===== config.mk =====
export PLATFORM = sky130hd
export DESIGN_NAME = period_capture_array
export DESIGN_NICKNAME = d
export VERILOG_FILES = /design/src/rtl/period_capture_pkg.sv /design/src/rtl/period_capture_channel.sv /design/src/rtl/period_capture_array.sv
export SDC_FILE = /design/constraint.sdc
export NUM_CORES = 2
export LEC_CHECK = 0
export CELL_PAD_IN_SITES_DETAIL_PLACEMENT = 1
export CELL_PAD_IN_SITES_GLOBAL_PLACEMENT = 1
export CORE_MARGIN = 2
export CORE_UTILIZATION = 40
export DETAILED_ROUTE_END_ITERATION = 10
export PLACE_DENSITY_LB_ADDON = 0.1
export SETUP_SLACK_MARGIN = 0.15
export SLEW_MARGIN = 20
export SYNTH_ARGS = -nofsm -noshare
export SYNTH_HDL_FRONTEND = slang
export SYNTH_SLANG_ARGS = --single-unit

===== constraint.sdc =====
create_clock -name CLK -period 3.4 [get_ports CLK]
set_input_delay 0.51 -clock CLK [delete_from_list [all_inputs] [get_ports CLK]]
set_output_delay 0.51 -clock CLK [all_outputs]
set_load 0.005 [all_outputs]

===== src/rtl/period_capture_pkg.sv =====
// period_capture_pkg
//   Shared types and helpers for the period_capture_array slice.
//   - state_e      : readout FSM states.
//   - rec_field_e  : record fields, listed in transmit order (MSB first).
//   - rec_w()      : record width for a given counter width.
//   - field_lsb()  : bit position of each field's LSB inside a record.
//   Build option: define PERIOD_CAPTURE_DUTY_EN to append TIME_HIGH to every
//   record (REC_W = 2*COUNTER_BITS+2); otherwise REC_W = COUNTER_BITS+2.
package period_capture_pkg;

  typedef enum logic {
    IDLE  = 1'b0,
    SHIFT = 1'b1
  } state_e;

`ifdef PERIOD_CAPTURE_DUTY_EN
  localparam bit DUTY_EN = 1'b1;
`else
  localparam bit DUTY_EN = 1'b0;
`endif

  // Record layout, most significant field first:
  //   {VALID, OVF, PERIOD[COUNTER_BITS-1:0] (, TIME_HIGH[COUNTER_BITS-1:0])}
  typedef enum int {
    REC_VALID     = 0,
    REC_OVF       = 1,
    REC_PERIOD    = 2,
    REC_TIME_HIGH = 3
  } rec_field_e;

  function automatic int rec_w(input int counter_bits);
    return DUTY_EN ? (2 * counter_bits + 2) : (counter_bits + 2);
  endfunction

  function automatic int field_lsb(input rec_field_e field, input int counter_bits);
    int pos;
    case (field)
      REC_VALID:  pos = rec_w(counter_bits) - 1;
      REC_OVF:    pos = rec_w(counter_bits) - 2;
      REC_PERIOD: pos = DUTY_EN ? counter_bits : 0;
      default:    pos = 0;
    endcase
    return pos;
  endfunction

endpackage


===== src/rtl/period_capture_channel.sv =====
// period_capture_channel
//   One measurement channel: input synchroniser, rising-edge detect,
//   saturating high/low phase counters, PERIOD (and optionally TIME_HIGH)
//   latches, VALID/OVF flags and stuck-input detection.
//   Ports:
//     clk      in   clock, rising edge
//     srst     in   synchronous reset, active-high
//     freq_in  in   asynchronous square-wave input
//     rec      out  packed record, layout given by period_capture_pkg
//   Build option: PERIOD_CAPTURE_DUTY_EN keeps the TIME_HIGH latch and adds
//   it to the record.
module period_capture_channel
  import period_capture_pkg::*;
#(
  parameter int COUNTER_BITS = 16,
  parameter int SYNC_STAGES  = 2,
  parameter int REC_W        = rec_w(COUNTER_BITS)
) (
  input  logic             clk,
  input  logic             srst,
  input  logic             freq_in,
  output logic [REC_W-1:0] rec
);

  localparam logic [COUNTER_BITS-1:0] CNT_MAX = '1;
  localparam logic [COUNTER_BITS-1:0] CNT_ONE = COUNTER_BITS'(1);
  localparam int VALID_POS  = field_lsb(REC_VALID, COUNTER_BITS);
  localparam int OVF_POS    = field_lsb(REC_OVF, COUNTER_BITS);
  localparam int PERIOD_LSB = field_lsb(REC_PERIOD, COUNTER_BITS);

  logic [SYNC_STAGES-1:0]  sync_reg;
  logic                    prev_reg;
  logic                    armed_reg;
  logic [COUNTER_BITS-1:0] high_cnt_reg;
  logic [COUNTER_BITS-1:0] low_cnt_reg;
  logic [COUNTER_BITS-1:0] period_reg;
  logic                    valid_reg;
  logic                    ovf_reg;

  logic                    synced;
  logic                    rise;
  logic                    high_sat;
  logic                    low_sat;
  logic [COUNTER_BITS:0]   phase_sum;
  logic [COUNTER_BITS-1:0] period_next;
  logic                    latch_en;

  assign synced      = sync_reg[SYNC_STAGES-1];
  assign rise        = synced & ~prev_reg;
  assign high_sat    = (high_cnt_reg == CNT_MAX);
  assign low_sat     = (low_cnt_reg == CNT_MAX);
  // One extra bit so the sum of two saturated counters cannot wrap.
  assign phase_sum   = {1'b0, high_cnt_reg} + {1'b0, low_cnt_reg};
  assign period_next = phase_sum[COUNTER_BITS] ? CNT_MAX : phase_sum[COUNTER_BITS-1:0];
  // The first rising edge after reset only arms the channel.
  assign latch_en    = rise & armed_reg;

  always_ff @(posedge clk) begin
    if (srst) begin
      sync_reg <= '0;
    end else begin
      sync_reg <= {sync_reg[SYNC_STAGES-2:0], freq_in};
    end
  end

  always_ff @(posedge clk) begin
    if (srst) begin
      prev_reg     <= 1'b0;
      armed_reg    <= 1'b0;
      high_cnt_reg <= '0;
      low_cnt_reg  <= '0;
      period_reg   <= '0;
      valid_reg    <= 1'b0;
      ovf_reg      <= 1'b0;
    end else begin
      prev_reg <= synced;

      // The rise cycle itself is the first cycle of the new high phase.
      if (rise) begin
        armed_reg    <= 1'b1;
        high_cnt_reg <= CNT_ONE;
        low_cnt_reg  <= '0;
      end else if (synced) begin
        if (!high_sat) high_cnt_reg <= high_cnt_reg + CNT_ONE;
      end else begin
        if (!low_sat) low_cnt_reg <= low_cnt_reg + CNT_ONE;
      end

      // A fresh measurement takes priority over the stuck indication;
      // it still reports OVF if one of its phases saturated.
      if (latch_en) begin
        period_reg <= period_next;
        valid_reg  <= 1'b1;
        ovf_reg    <= high_sat | low_sat;
      end else if (high_sat | low_sat) begin
        valid_reg <= 1'b0;
        ovf_reg   <= 1'b1;
      end
    end
  end

`ifdef PERIOD_CAPTURE_DUTY_EN
  logic [COUNTER_BITS-1:0] time_high_reg;

  always_ff @(posedge clk) begin
    if (srst) begin
      time_high_reg <= '0;
    end else if (latch_en) begin
      time_high_reg <= high_cnt_reg;
    end
  end
`endif

  always_comb begin
    rec                                 = '0;
    rec[VALID_POS]                      = valid_reg;
    rec[OVF_POS]                        = ovf_reg;
    rec[PERIOD_LSB +: COUNTER_BITS]     = period_reg;
`ifdef PERIOD_CAPTURE_DUTY_EN
    rec[field_lsb(REC_TIME_HIGH, COUNTER_BITS) +: COUNTER_BITS] = time_high_reg;
`endif
  end

endmodule


===== src/rtl/period_capture_array.sv =====
// period_capture_array
//   CHANNELS independent period/duty measurement channels plus a serial
//   readout that streams a coherent snapshot of every channel's record,
//   channel 0 first, each record MSB first, with valid/ready handshaking.
//   Ports:
//     CLK         in   clock, rising edge
//     RST         in   synchronous reset, active-high
//     FREQ_IN     in   [CHANNELS] asynchronous inputs, bit i = channel i
//     CAPTURE     in   one-cycle snapshot request (ignored while streaming)
//     BUSY        out  a frame is being streamed
//     SOUT_DATA   out  serial readout bit
//     SOUT_VALID  out  SOUT_DATA is valid
//     SOUT_READY  in   sink accepts the bit when high with SOUT_VALID
//     SOUT_LAST   out  final bit of the frame
//   Build option: PERIOD_CAPTURE_DUTY_EN adds TIME_HIGH to each record.
module period_capture_array
  import period_capture_pkg::*;
#(
  parameter int CHANNELS     = 8,
  parameter int COUNTER_BITS = 16,
  parameter int SYNC_STAGES  = 2
) (
  input  logic                CLK,
  input  logic                RST,
  input  logic [CHANNELS-1:0] FREQ_IN,
  input  logic                CAPTURE,
  output logic                BUSY,
  output logic                SOUT_DATA,
  output logic                SOUT_VALID,
  input  logic                SOUT_READY,
  output logic                SOUT_LAST
);

  localparam int REC_W   = rec_w(COUNTER_BITS);
  localparam int FRAME_W = CHANNELS * REC_W;
  localparam int IDX_W   = $clog2(FRAME_W);
  localparam logic [IDX_W-1:0] IDX_LAST = IDX_W'(FRAME_W - 1);
  localparam logic [IDX_W-1:0] IDX_ONE  = IDX_W'(1);

  logic [REC_W-1:0]   rec_bus [CHANNELS];
  logic [FRAME_W-1:0] frame_bus;

  logic [FRAME_W-1:0] shadow_reg;
  logic [IDX_W-1:0]   idx_reg;
  state_e             state_reg;
  state_e             state_next;

  logic               capture_accept;
  logic               bit_accept;
  logic               last_bit;

  for (genvar gi = 0; gi < CHANNELS; gi++) begin : g_chan
    period_capture_channel #(
      .COUNTER_BITS (COUNTER_BITS),
      .SYNC_STAGES  (SYNC_STAGES)
    ) u_chan (
      .clk     (CLK),
      .srst    (RST),
      .freq_in (FREQ_IN[gi]),
      .rec     (rec_bus[gi])
    );

    // Channel 0 occupies the top of the frame so it leaves first.
    assign frame_bus[FRAME_W-1-gi*REC_W -: REC_W] = rec_bus[gi];
  end

  assign capture_accept = (state_reg == IDLE) & CAPTURE;
  assign bit_accept     = (state_reg == SHIFT) & SOUT_READY;
  assign last_bit       = (idx_reg == IDX_LAST);

  // State register
  always_ff @(posedge CLK) begin
    if (RST) begin
      state_reg <= IDLE;
    end else begin
      state_reg <= state_next;
    end
  end

  // Next-state logic
  always_comb begin
    state_next = state_reg;
    case (state_reg)
      IDLE:    if (CAPTURE) state_next = SHIFT;
      SHIFT:   if (SOUT_READY && last_bit) state_next = IDLE;
      default: state_next = IDLE;
    endcase
  end

  // Output logic: everything is decoded from registers, so outputs only
  // change on clock edges and hold steady while the sink stalls.
  always_comb begin
    SOUT_VALID = 1'b0;
    BUSY       = 1'b0;
    SOUT_DATA  = 1'b0;
    SOUT_LAST  = 1'b0;
    if (state_reg == SHIFT) begin
      SOUT_VALID = 1'b1;
      BUSY       = 1'b1;
      SOUT_DATA  = shadow_reg[FRAME_W-1];
      SOUT_LAST  = last_bit;
    end
  end

  // Snapshot shift register and bit index. The shadow is loaded from the
  // channel registers as they stand before the capture edge, so a latch on
  // that same edge lands in the next frame.
  always_ff @(posedge CLK) begin
    if (RST) begin
      shadow_reg <= '0;
      idx_reg    <= '0;
    end else if (capture_accept) begin
      shadow_reg <= frame_bus;
      idx_reg    <= '0;
    end else if (bit_accept) begin
      shadow_reg <= {shadow_reg[FRAME_W-2:0], 1'b0};
      idx_reg    <= idx_reg + IDX_ONE;
    end
  end

endmodule


==> impl_metrics.json <==
{
  "nNetsFinal": 3573,
  "initial_core_util_pct": 40.5,
  "synthAdderAreaFrac_pct": 6.80,
  "post_synth_num_cell_types": 75,
  "largest_reg_flops": 144,
  "synth_ff_type": "dfxtp_1",
  "ys_seq_area_share_pct": 40.3,
  "h-tree-depth": 3,
  "syn-mean-instance-area_um2": 8.39,
  "max_freq_mhz": 324,
  "netlist_area_mm2": 0.0291,
  "synth-xor-area-share_pct": 9.26,
  "period_minus_slack_ns": 3.08,
  "ant_nets": 0,
  "path_max_fanout": 7,
  "ir_drop_v": 0.000346,
  "synth_compound_area_share_pct": 17.0,
  "fp.dieW_um": 273,
  "syn_to_final_growth_pct": 12.1,
  "fin_crit_sh_pct": 90.7,
  "p_leak_uw": 0.0123,
  "netlist_instances": 3461,
  "min_path_type": "in2reg",
  "grt_util_all_layers_pct": 19.5,
  "synth-simple-area-share_pct": 23.1,
  "num_antenna_cells": 0,
  "relSlewSlack_pct": 37.6,
  "insertion_delay_ns": 0.61,
  "vias": 24100,
  "ctsLongestPathBuffers": 3,
  "startpoint_type": "register",
  "final_common_cell": "nor2_1",
  "io_pins": 16,
  "top_usage_layer": "met2",
  "use_met2_pct": 34.1,
  "hold_viol_final": 0,
  "root_buffer": "clkbuf_16",
  "fp.dieArea_mm2": 0.0748,
  "status": "complete, no violations",
  "firstDrtPassIters": 5,
  "crit_required_ns": 3.86,
  "die_h_um": 273,
  "first_global_vias": 25300,
  "ctsHoldBuffers": 0,
  "initialDrtViolationCount": 992,
  "tightest_slew_ns": 0.928,
  "synth_seq_cells": 585,
  "port_buffers": 15,
  "clk_pin_slew_ns": 0.06,
  "synthMuxAreaShare_pct": 0.551,
  "drc": 0,
  "synthArstFlopShare_pct": 0,
  "numCtsBuffers": 71,
  "gp_congestion": 0.835,
  "fp.coreArea_mm2": 0.0717,
  "antenna_found_initial": 0,
  "grt_max_degree": 97,
  "dp_hpwl_mm": 51.2,
  "maxSlewViolCount": 0,
  "power.density_mw_per_mm2": 487,
  "cp-end-kind": "register",
  "grtUsageMet1_pct": 25.2,
  "wl_mm": 72.7,
  "rsz0062_at_grt": "false",
  "overflow": 0,
  "cts_tree": "built",
  "critPathKind": "reg2reg",
  "final_util_pct": 45.4,
  "setup_viol": 0,
  "whs_ns": 0.346,
  "final_cell_mix": "nor2_1 (614), dfxtp_1 (585), nand2_1 (441), xor2_1 (200), a311oi_1 (151)",
  "clock-sinks": 585,
  "drive_gt1_share_pct": 5.57,
  "grt_pass1_wl_mm": 125,
  "use_met3_pct": 2.44,
  "synth_edf_count": 0,
  "setup_tns_ns": 0,
  "synth_top_family_by_area": "simple AND/OR/NAND/NOR gates",
  "post_drt_via_cell_ratio": 5.45,
  "ys.warnings.count": 0,
  "synth_nets": 3626,
  "arrival_ns": 3.54,
  "cap_violations": 0,
  "finClkSkew_ns": 0.0199,
  "placementRows": 98,
  "wire_per_inst_um": 16.5
}
path summary, 6_finish.rpt:
check | from | to | slack (ns) | cells past startpoint
worst max register to register | g_chan[6].u_chan.low_cnt_reg[0] | g_chan[6].u_chan.period_reg[0] | 0.32 | 9
worst max-delay path | g_chan[6].u_chan.low_cnt_reg[0] | g_chan[6].u_chan.period_reg[0] | 0.32 | 9
worst min register to register | g_chan[4].u_chan.sync_reg[0] | g_chan[4].u_chan.sync_reg[1] | 0.44 | 1
worst min-delay path | RST | g_chan[2].u_chan.armed_reg | 0.35 | 2
layout make-up:
cell class	instances	area, µm²
multi-input cells	2651	16500
fillers	8486	39200
flip-flops and latches	585	11700
well taps	950	1190
clock buffers	98	2060
clock inverters	30	399
repair buffers	44	464
inverters	55	206
critical path: stages, from the launching register on:
cell	delay [ns]
dfxtp_1	0.34
ha_1	0.25
fa_1	0.42
a21o_1	0.22
a221o_1	0.41
a2111oi_4	0.42
o31ai_2	0.15
a2111oi_4	0.38
or2b_2	0.25
a211oi_1	0.09
synth_stat cells, types with 3 or more instances:
library cell / number / area share, %
a2111o_1: 5 / 0.19
a211o_1: 13 / 0.39
a211oi_1: 131 / 3.4
a211oi_2: 10 / 0.43
a21bo_2: 4 / 0.14
a21o_1: 44 / 1.1
a21oi_1: 117 / 2.0
a221o_1: 3 / 0.10
a311oi_1: 151 / 4.6
a311oi_2: 4 / 0.21
a31oi_1: 25 / 0.54
a41oi_1: 4 / 0.12
and2_1: 26 / 0.56
and3_1: 38 / 0.82
and4_1: 32 / 0.96
buf_1: 9 / 0.12
clkbuf_1: 157 / 2.0
dfxtp_1: 585 / 40
fa_1: 8 / 0.55
ha_1: 145 / 6.2
inv_1: 55 / 0.71
mux2i_1: 16 / 0.55
nand2_1: 442 / 5.7
nand2b_1: 21 / 0.45
nand3_1: 111 / 1.9
nand4_1: 68 / 1.5
nor2_1: 614 / 7.9
nor2b_1: 40 / 0.86
nor3_1: 59 / 1.0
nor3b_1: 4 / 0.10
nor4_1: 14 / 0.30
o2111ai_1: 5 / 0.15
o211ai_1: 6 / 0.16
o21a_1: 23 / 0.59
o21ai_0: 55 / 0.95
o21ai_1: 4 / 0.069
o21bai_1: 13 / 0.34
o31a_1: 7 / 0.21
o31ai_1: 7 / 0.18
or2_2: 13 / 0.28
or3_1: 21 / 0.45
xnor2_1: 107 / 3.2
xor2_1: 200 / 6.0
metal layers:
layer  share of wire [%]  vias up
met1                  48    11700
met3                 2.0      104
met5                   0        -
li1                    -    12100
met4                 2.2        0
met2                  48      174
repair_timing:
action,4_1_cts,5_1_grt
gates resized for setup,1,3
gates cloned,0,1
pin swaps,0,1
endpoints found under the setup margin,2,21
buffers inserted,0,0
power breakdown:
group	total, µW	internal, µW	leakage (µW)	switching, µW
Sequential	7170	7030	0.00474	139
Combinational	715	244	0.00631	471
Clock	7970	4930	0.00120	3030
Total	15800	12200	0.0123	3640
kinds of logic after synthesis:
family	after synthesis
AND/OR/NAND/NOR	1514
multiplexers	16
adder cells (fa/ha/maj)	153
AO/OA/AOI/OAI	660
buffers and inverters	226
XOR/XNOR	307
flip-flops	585
stage by stage:
stage                     power, µW  cells  setup slack [ns]  area, µm²
after detailed placement       8040   4284             0.158      30100
after CTS                     16100   4412             0.209      32500
final                         15800   4413             0.318      32600
after global routing          16500   4413             0.173      32600
after floorplan                7810   3461             0.448      29100
after global placement         8000   4284             0.189      30100
Note: power is estimated with default switching activity, not from simulation.
